File: config.mk
export PLATFORM = sky130hd
export DESIGN_NAME = mips_cpu_mem_arbiter
export DESIGN_NICKNAME = d
export VERILOG_FILES = /design/src/rtl/mips_cpu_mem_arbiter.sv
export SDC_FILE = /design/constraint.sdc
export NUM_CORES = 1
export LEC_CHECK = 0
export ABC_AREA = 0
export CAP_MARGIN = 40
export CORE_MARGIN = 4
export CORE_UTILIZATION = 38
export CTS_CLUSTER_DIAMETER = 150
export DETAILED_ROUTE_END_ITERATION = 7
export GPL_TIMING_DRIVEN = 0
export PLACE_DENSITY = 0.85
export SLEW_MARGIN = 20
export SYNTH_ARGS = -nofsm -noshare
export SYNTH_HDL_FRONTEND = slang
export SYNTH_SLANG_ARGS = --single-unit
File: constraint.sdc
create_clock -name clk -period 2.42 [get_ports clk]
set_clock_uncertainty 0.1 [all_clocks]
set_input_delay 0.242 -clock clk [delete_from_list [all_inputs] [get_ports clk]]
set_output_delay 0.242 -clock clk [all_outputs]
set_load 0.01 [all_outputs]
File: src/rtl/mips_cpu_mem_arbiter.sv
// Arbitrates the MIPS fetch and data ports onto one Avalon-MM master, round-robin on ties.
// Optional MIPS_MEM_SUBWORD_EN enables byte/half data accesses with misalignment errors.
module mips_cpu_mem_arbiter (
    input  logic        clk,
    input  logic        reset,
    // Instruction fetch port
    input  logic        i_req,
    input  logic [31:0] i_addr,
    output logic        i_done,
    output logic [31:0] i_rdata,
    // Data port
    input  logic        d_req,
    input  logic        d_we,
    input  logic [31:0] d_addr,
    input  logic [1:0]  d_size,
    input  logic [31:0] d_wdata,
    output logic        d_done,
    output logic [31:0] d_rdata,
    output logic        d_err,
    // Avalon-MM master
    output logic [31:0] address,
    output logic        read,
    output logic        write,
    output logic [31:0] writedata,
    output logic [3:0]  byteenable,
    input  logic        waitrequest,
    input  logic [31:0] readdata,
    output logic        busy
);

    localparam logic [1:0] StIdle = 2'd0;
    localparam logic [1:0] StReq  = 2'd1;
    localparam logic [1:0] StResp = 2'd2;

    logic [1:0]  state_q, state_d;
    logic        last_data_q, last_data_d;
    logic        gnt_data_q, gnt_data_d;
    logic        we_q, we_d;
    logic        err_q, err_d;
    logic [31:0] address_q, address_d;
    logic [31:0] writedata_q, writedata_d;
    logic [3:0]  be_q, be_d;
    logic [31:0] rdata_q, rdata_d;

    logic        grant_data;
    logic        misaligned;
    logic [3:0]  d_be;
    logic [31:0] d_wd;
    logic [31:0] load_data;

`ifdef MIPS_MEM_SUBWORD_EN
    logic [1:0] off_q, off_d;
    logic [1:0] size_q, size_d;
    logic [31:0] shifted;

    always_comb begin
        misaligned = ((d_size == 2'b01) && d_addr[0]) || (d_size[1] && (d_addr[1:0] != 2'b00));
        unique case (d_size)
            2'b00: begin
                d_be = 4'b0001 << d_addr[1:0];
                d_wd = {4{d_wdata[7:0]}};
            end
            2'b01: begin
                d_be = 4'b0011 << d_addr[1:0];
                d_wd = {2{d_wdata[15:0]}};
            end
            default: begin
                d_be = 4'hF;
                d_wd = d_wdata;
            end
        endcase
    end

    // Little-endian lane steering: shift the addressed lane down, then zero-extend.
    always_comb begin
        shifted = rdata_q >> {off_q, 3'b000};
        unique case (size_q)
            2'b00:   load_data = {24'h0, shifted[7:0]};
            2'b01:   load_data = {16'h0, shifted[15:0]};
            default: load_data = shifted;
        endcase
    end

    logic unused_bits;
    assign unused_bits = ^i_addr[1:0];
`else
    assign misaligned = 1'b0;
    assign d_be       = 4'hF;
    assign d_wd       = d_wdata;
    assign load_data  = rdata_q;

    logic unused_bits;
    assign unused_bits = ^{i_addr[1:0], d_addr[1:0], d_size};
`endif

    // Data wins a tie unless it was the port granted last.
    assign grant_data = d_req && (!i_req || !last_data_q);

    always_comb begin
        state_d     = state_q;
        last_data_d = last_data_q;
        gnt_data_d  = gnt_data_q;
        we_d        = we_q;
        err_d       = err_q;
        address_d   = address_q;
        writedata_d = writedata_q;
        be_d        = be_q;
        rdata_d     = rdata_q;
`ifdef MIPS_MEM_SUBWORD_EN
        off_d       = off_q;
        size_d      = size_q;
`endif
        case (state_q)
            StIdle: begin
                if (i_req || d_req) begin
                    last_data_d = grant_data;
                    gnt_data_d  = grant_data;
                    rdata_d     = 32'h0;
                    if (grant_data) begin
                        address_d   = {d_addr[31:2], 2'b00};
                        we_d        = d_we;
                        writedata_d = d_wd;
                        be_d        = d_be;
                        err_d       = misaligned;
`ifdef MIPS_MEM_SUBWORD_EN
                        off_d       = d_addr[1:0];
                        size_d      = d_size;
`endif
                        state_d     = misaligned ? StResp : StReq;
                    end else begin
                        address_d   = {i_addr[31:2], 2'b00};
                        we_d        = 1'b0;
                        writedata_d = 32'h0;
                        be_d        = 4'hF;
                        err_d       = 1'b0;
`ifdef MIPS_MEM_SUBWORD_EN
                        off_d       = 2'b00;
                        size_d      = 2'b10;
`endif
                        state_d     = StReq;
                    end
                end
            end
            StReq: begin
                if (!waitrequest) begin
                    rdata_d = readdata;
                    state_d = StResp;
                end
            end
            StResp:  state_d = StIdle;
            default: state_d = StIdle;
        endcase
    end

    always_ff @(posedge clk) begin
        if (reset) begin
            state_q     <= StIdle;
            last_data_q <= 1'b0;
            gnt_data_q  <= 1'b0;
            we_q        <= 1'b0;
            err_q       <= 1'b0;
            address_q   <= 32'h0;
            writedata_q <= 32'h0;
            be_q        <= 4'h0;
            rdata_q     <= 32'h0;
`ifdef MIPS_MEM_SUBWORD_EN
            off_q       <= 2'b00;
            size_q      <= 2'b00;
`endif
        end else begin
            state_q     <= state_d;
            last_data_q <= last_data_d;
            gnt_data_q  <= gnt_data_d;
            we_q        <= we_d;
            err_q       <= err_d;
            address_q   <= address_d;
            writedata_q <= writedata_d;
            be_q        <= be_d;
            rdata_q     <= rdata_d;
`ifdef MIPS_MEM_SUBWORD_EN
            off_q       <= off_d;
            size_q      <= size_d;
`endif
        end
    end

    assign busy       = (state_q != StIdle);
    assign read       = (state_q == StReq) && !we_q;
    assign write      = (state_q == StReq) && we_q;
    assign address    = address_q;
    assign writedata  = writedata_q;
    assign byteenable = be_q;

    assign i_done  = (state_q == StResp) && !gnt_data_q;
    assign d_done  = (state_q == StResp) && gnt_data_q;
    assign d_err   = d_done && err_q;
    assign i_rdata = i_done ? rdata_q : 32'h0;
    // Stores and faulted accesses return zero.
    assign d_rdata = (d_done && !we_q && !err_q) ? load_data : 32'h0;

endmodule

Word level (Yosys, flattened, before mapping)

Index checks and enable logic that the tools add are counted.

Register bits after elaboration: 101
Input port bits: 136
Output and inout port bits: 138
Word-level logic and storage cells: 39

Eq/ne operators: 4
Mux-type cells: 11
Reductions and logical operators: 17

Operator list:

| cell                 | number |
|---|---|
| $mux W32             | 6 |
| $pmux W32 S2         | 1 |
| $logic_and A1 B1 Y1  | 6 |
| $mux W2              | 2 |
| $ne A2 B2 Y1 const B | 2 |
| $pmux W2 S2          | 1 |
| $reduce_and A2 Y1    | 2 |
| $reduce_bool A2 Y1   | 2 |
| $logic_not A1 Y1     | 3 |
| $reduce_and A3 Y1    | 1 |
| $eq A2 B1 Y1 const B | 1 |
| $eq A2 B2 Y1 const B | 1 |
| $logic_not A2 Y1     | 1 |
| $logic_or A1 B1 Y1   | 2 |
| $mux W1              | 1 |

Longest topological paths before layout

Depth in word-level cells: 4
Mapped depth: 5

Worst setup path after synthesis

Ideal clock, no wire load.

Kind: register -> output
Start point: reg state_q[1]
End point: out i_rdata[22]
Arrival: 1,194 ps
Required time: 2,078 ps
Setup slack: 884 ps
Stages on the path, launching flop included: 4
Path through: dfxtp_1 -> nor3b_1 -> buf_2 -> and2_1

Longest elaborated chain between the ends: 3

RTL lines:

| item                     | RTL line | source |
|---|---|---|
| start: declaration       | 35       | `logic [1:0] state_q, state_d;` |
| start signal: assignment | 157      | `state_q <= StIdle;` |
| start signal: assignment | 171      | `state_q <= state_d;` |
| $eq A2 B2 Y1             | 194      | `assign i_done = (state_q == StResp) && !gnt_data_q;` |
| $logic_and A1 B1 Y1      | 194      |  |
| via i_done               | 9        | `output logic i_done,` |
| $mux W32                 | 197      | `assign i_rdata = i_done ? rdata_q : 32'h0;` |
| end: declaration         | 10       | `output logic [31:0] i_rdata,` |

The timed path passes the listed nets, and every way through them passes these cells.

Worst setup path in the final report

Start point: reg state_q[0]
End point: out d_rdata[27]

Longest elaborated chain between the ends: 4

RTL lines:

| item                | RTL line | source |
|---|---|---|
| $eq A2 B2 Y1        | 195      | `assign d_done = (state_q == StResp) && gnt_data_q;` |
| $logic_and A1 B1 Y1 | 195      |  |
| $logic_and A1 B1 Y1 | 199      | `assign d_rdata = (d_done && !we_q && !err_q) ? load_data : 32'h0;` |
| $mux W32            | 199      |  |
| end: declaration    | 18       | `output logic [31:0] d_rdata,` |

Every way passes these cells.

==> results.md <==
- Mapped Avg Cell Area: 9.52 sq um
- Largest net degree at the start of global routing: 17
- Fin crit period: 2.34 ns
- Layout cells sized above 1: 9.22%
- CTS Buf Count: 9
- Clock-pin slew on the worst setup and hold paths: 0.09 ns
- Seq/Total Area, Yosys: 49.2%
- Reg2reg path depth: 5
- R2R Setup Slk: 0.78 ns
- CORE AREA: 10300 sq um
- IO buf count: 263
- Final Core Density: 68.5%
- ANT cells: 0
- Longest Clk Path Bufs: 2
- Congestion Overflow GR: 0
- Routed WL: 15000 microns
- Max cap viols: 0
- WS Path Type: reg2out
- Worst EP required: 2.08 ns
- Type of origin of the critical path: register
- Setup violations, final: 0
- Adder-cell area share of the yosys netlist: 0%
- Via count: 4335
- Global-route wire length before repair: 23300 microns
- Synth-to-Final Area Change: 75.5%
- Initial antenna violation count: 0
- Yosys reg bits: 99
- Worst R2R End: writedata[11]
- TritonCTS clock tree: yes
- Yosys cell types: 29
- H-tree depth: 3
- Commonest non-fill, non-tap cell in the layout: clkdlybuf4s50_1
- GPL Wtd Cong: 0.867
- VDD IR max: 0.320 mV
- Crit-path cells: and3b_2 > buf_4 > and3_1 > clkdlybuf4s50_1
- Synth Cell Area: 4030 sq um
- Inst Count DP: 824
- Cell taking the most area after synthesis: dfxtp_1
- CTS root buf: clkbuf_8
- Hold Crit Depth: 2
- Endpoints failing hold: 0
- Row count: 37
- Worst path top cell family by delay: buffers and inverters
- Synth Area in Simple Gates: 18.3%
- Die Ht: 111 microns
- Initial DRT Pass Iterations: 4
- Cells after Synth: 423
- Worst EP arrival: 2.00 ns
- Pwr dens: 525 nW/um^2
- Reg-to-reg critical path startpoint: state_q[0]
- Die area: 12300 sq um
- Starting density of the core: 39.0%
- Clock sink count: 99
- Number of max-slew violations in the final report: 0
- Final period utilization: 96.8%
- CP bufs+invs: 2
- Status: completed
- Worst min path class: in2reg
- Xor-xnor portion of the synthesized cell area: 0%
- Worst Hold End: address[31]
- Final net count: 836
- Leakage: 2.87 nW
- Clock Latency Late Sink: 0.36 ns
- Layout Cells excl Fill: 841
- All-Layer GR Usage: 23.4%
- Avg WL per Cell: 17.8 microns
- Multiplexer share of the synthesized area: 0%
- Initial drt markers: 300
- Final ANT Viol Nets: 0
- DP HPWL: 11700 microns
- Num ports: 274
- Ys Warns: 0
- Drc violations: 0
- Worst min-delay path startpoint: reset
- CP Capture Type: primary output
- Max Fclk: 427 MHz
- Top post-synthesis cells by area: dfxtp_1, a22o_1, a311oi_1
- Critical Path Max Stage Delay: 0.55 ns
- Vias per cell: 5.15
- Number of global-route vias before repair: 4455
- Most frequent cells in the layout: clkdlybuf4s50_1, dfxtp_1, a22o_1
- Compound-gate portion of the synthesized area: 26.1%
- Chip Width: 111 microns
- Synth top area share: 49.2%
- Critical path peak fanout: 10
- Slowest-stage cell, CP: clkdlybuf4s50_1
- Largest family of logic cells by synthesized area: compound AO/OA/AOI/OAI gates
- FILL cells: 809
through the flow:
step | setup TNS, ns | hold WS (ns) | setup WS [ns] | total power, mW | area [sq um]
after floorplan | 0 | 0.267 | 0.884 | 2.20 | 4040
after global placement | -0.0251 | 0.356 | -0.0215 | 2.70 | 6840
after detailed placement | -0.849 | 0.354 | -0.0604 | 2.73 | 6840
after CTS | 0 | 0.150 | 0.00929 | 3.72 | 7040
after global routing | -0.0186 | 0.158 | -0.00631 | 3.86 | 7070
final | 0 | 0.169 | 0.0782 | 3.71 | 7070
flip-flops by register name, summed over array words and instances, names as in the netlist:
name	flops
load_data	32
writedata	32
address	30
state_q	2
byteenable	1
gnt_data_q	1
we_q	1
final cells by class:
cell class              instances  area, sq um  area share [%]
inverters                       2         7.51           0.106
multi-input cells             277         1810            25.6
clock buffers                  11          141            2.00
flip-flops and latches         99         1990            28.1
clock inverters                 5         37.5           0.531
well taps                     136          170            2.41
plain buffers                  47          274            3.88
repair buffers                264         2640            37.4
what timing repair did:
action,4_1_cts,5_1_grt
endpoints found under the setup margin,63,58
resized for setup,12,16
hold buffers,0,0
buffers inserted,0,1
pin swaps,0,0
cells by family (layout without fill, tap and decap cells):
family | Yosys count | after routing
buffers and inverters | 49 | 329
other | 1 | 3
flip-flops | 99 | 99
AND/OR/NAND/NOR | 140 | 140
AO/OA/AOI/OAI | 134 | 134
worst register-to-register path: cells and delay by family (launching register included):
| family | cells | cell delay [ns] |
|---|---|---|
| flops | 1 | 0.38 |
| simple gates | 2 | 0.52 |
| buf+inv | 2 | 0.39 |
| compound gates | 1 | 0.20 |
worst max path at each step:
stage | startpoint | endpoint | slack (ns) | depth (start not counted)
6_report | state_q[0] | d_rdata[27] | 0.08 | 4
5_1_grt | state_q[0] | d_rdata[4] | -0.006 | 4
4_1_cts | state_q[0] | d_rdata[28] | 0.009 | 4
3_5_place_dp | state_q[1] | i_rdata[11] | -0.06 | 4
3_3_place_gp | state_q[1] | i_rdata[11] | -0.02 | 4
2_1_floorplan | state_q[1] | i_rdata[22] | 0.88 | 3
layer usage:
layer  up-vias  part of all wire, %  GRT usage, %  wire (microns)
met5         -                    0             0               0
met4         0                  2.2          8.13             333
met3        26                  7.4          6.99            1120
met2       195                   51          43.0            7640
met1      2028                   39          25.4            5920
li1       2086                    -             -               -
synthesized netlist by cell type:
master and count:
nand2b_1 1, conb_1 1, a21bo_2 1, and3_1 32
o21ai_0 1, nor3_2 1, dfxtp_1 99, buf_2 22
nand3b_1 1, nand2_1 62, or3_4 1, a311oi_1 30
nor2_4 1, nor2_1 5, a21oi_1 34, clkbuf_1 16
or2_1 1, a21oi_4 1, nor3_4 1, a21boi_1 1
nor3b_1 1, and2_1 32, a21oi_2 1, and3b_1 1
inv_2 1, inv_1 1, buf_6 3, a22o_1 65
buf_4 6
power breakdown:
| part | total [mW] | switching (mW) | internal, mW |
|---|---|---|---|
| combinational | 0.879 | 0.373 | 0.506 |
| clock | 1.00 | 0.598 | 0.407 |
| sequential | 1.82 | 0.0772 | 1.75 |
(Power assumes the default switching activity.)
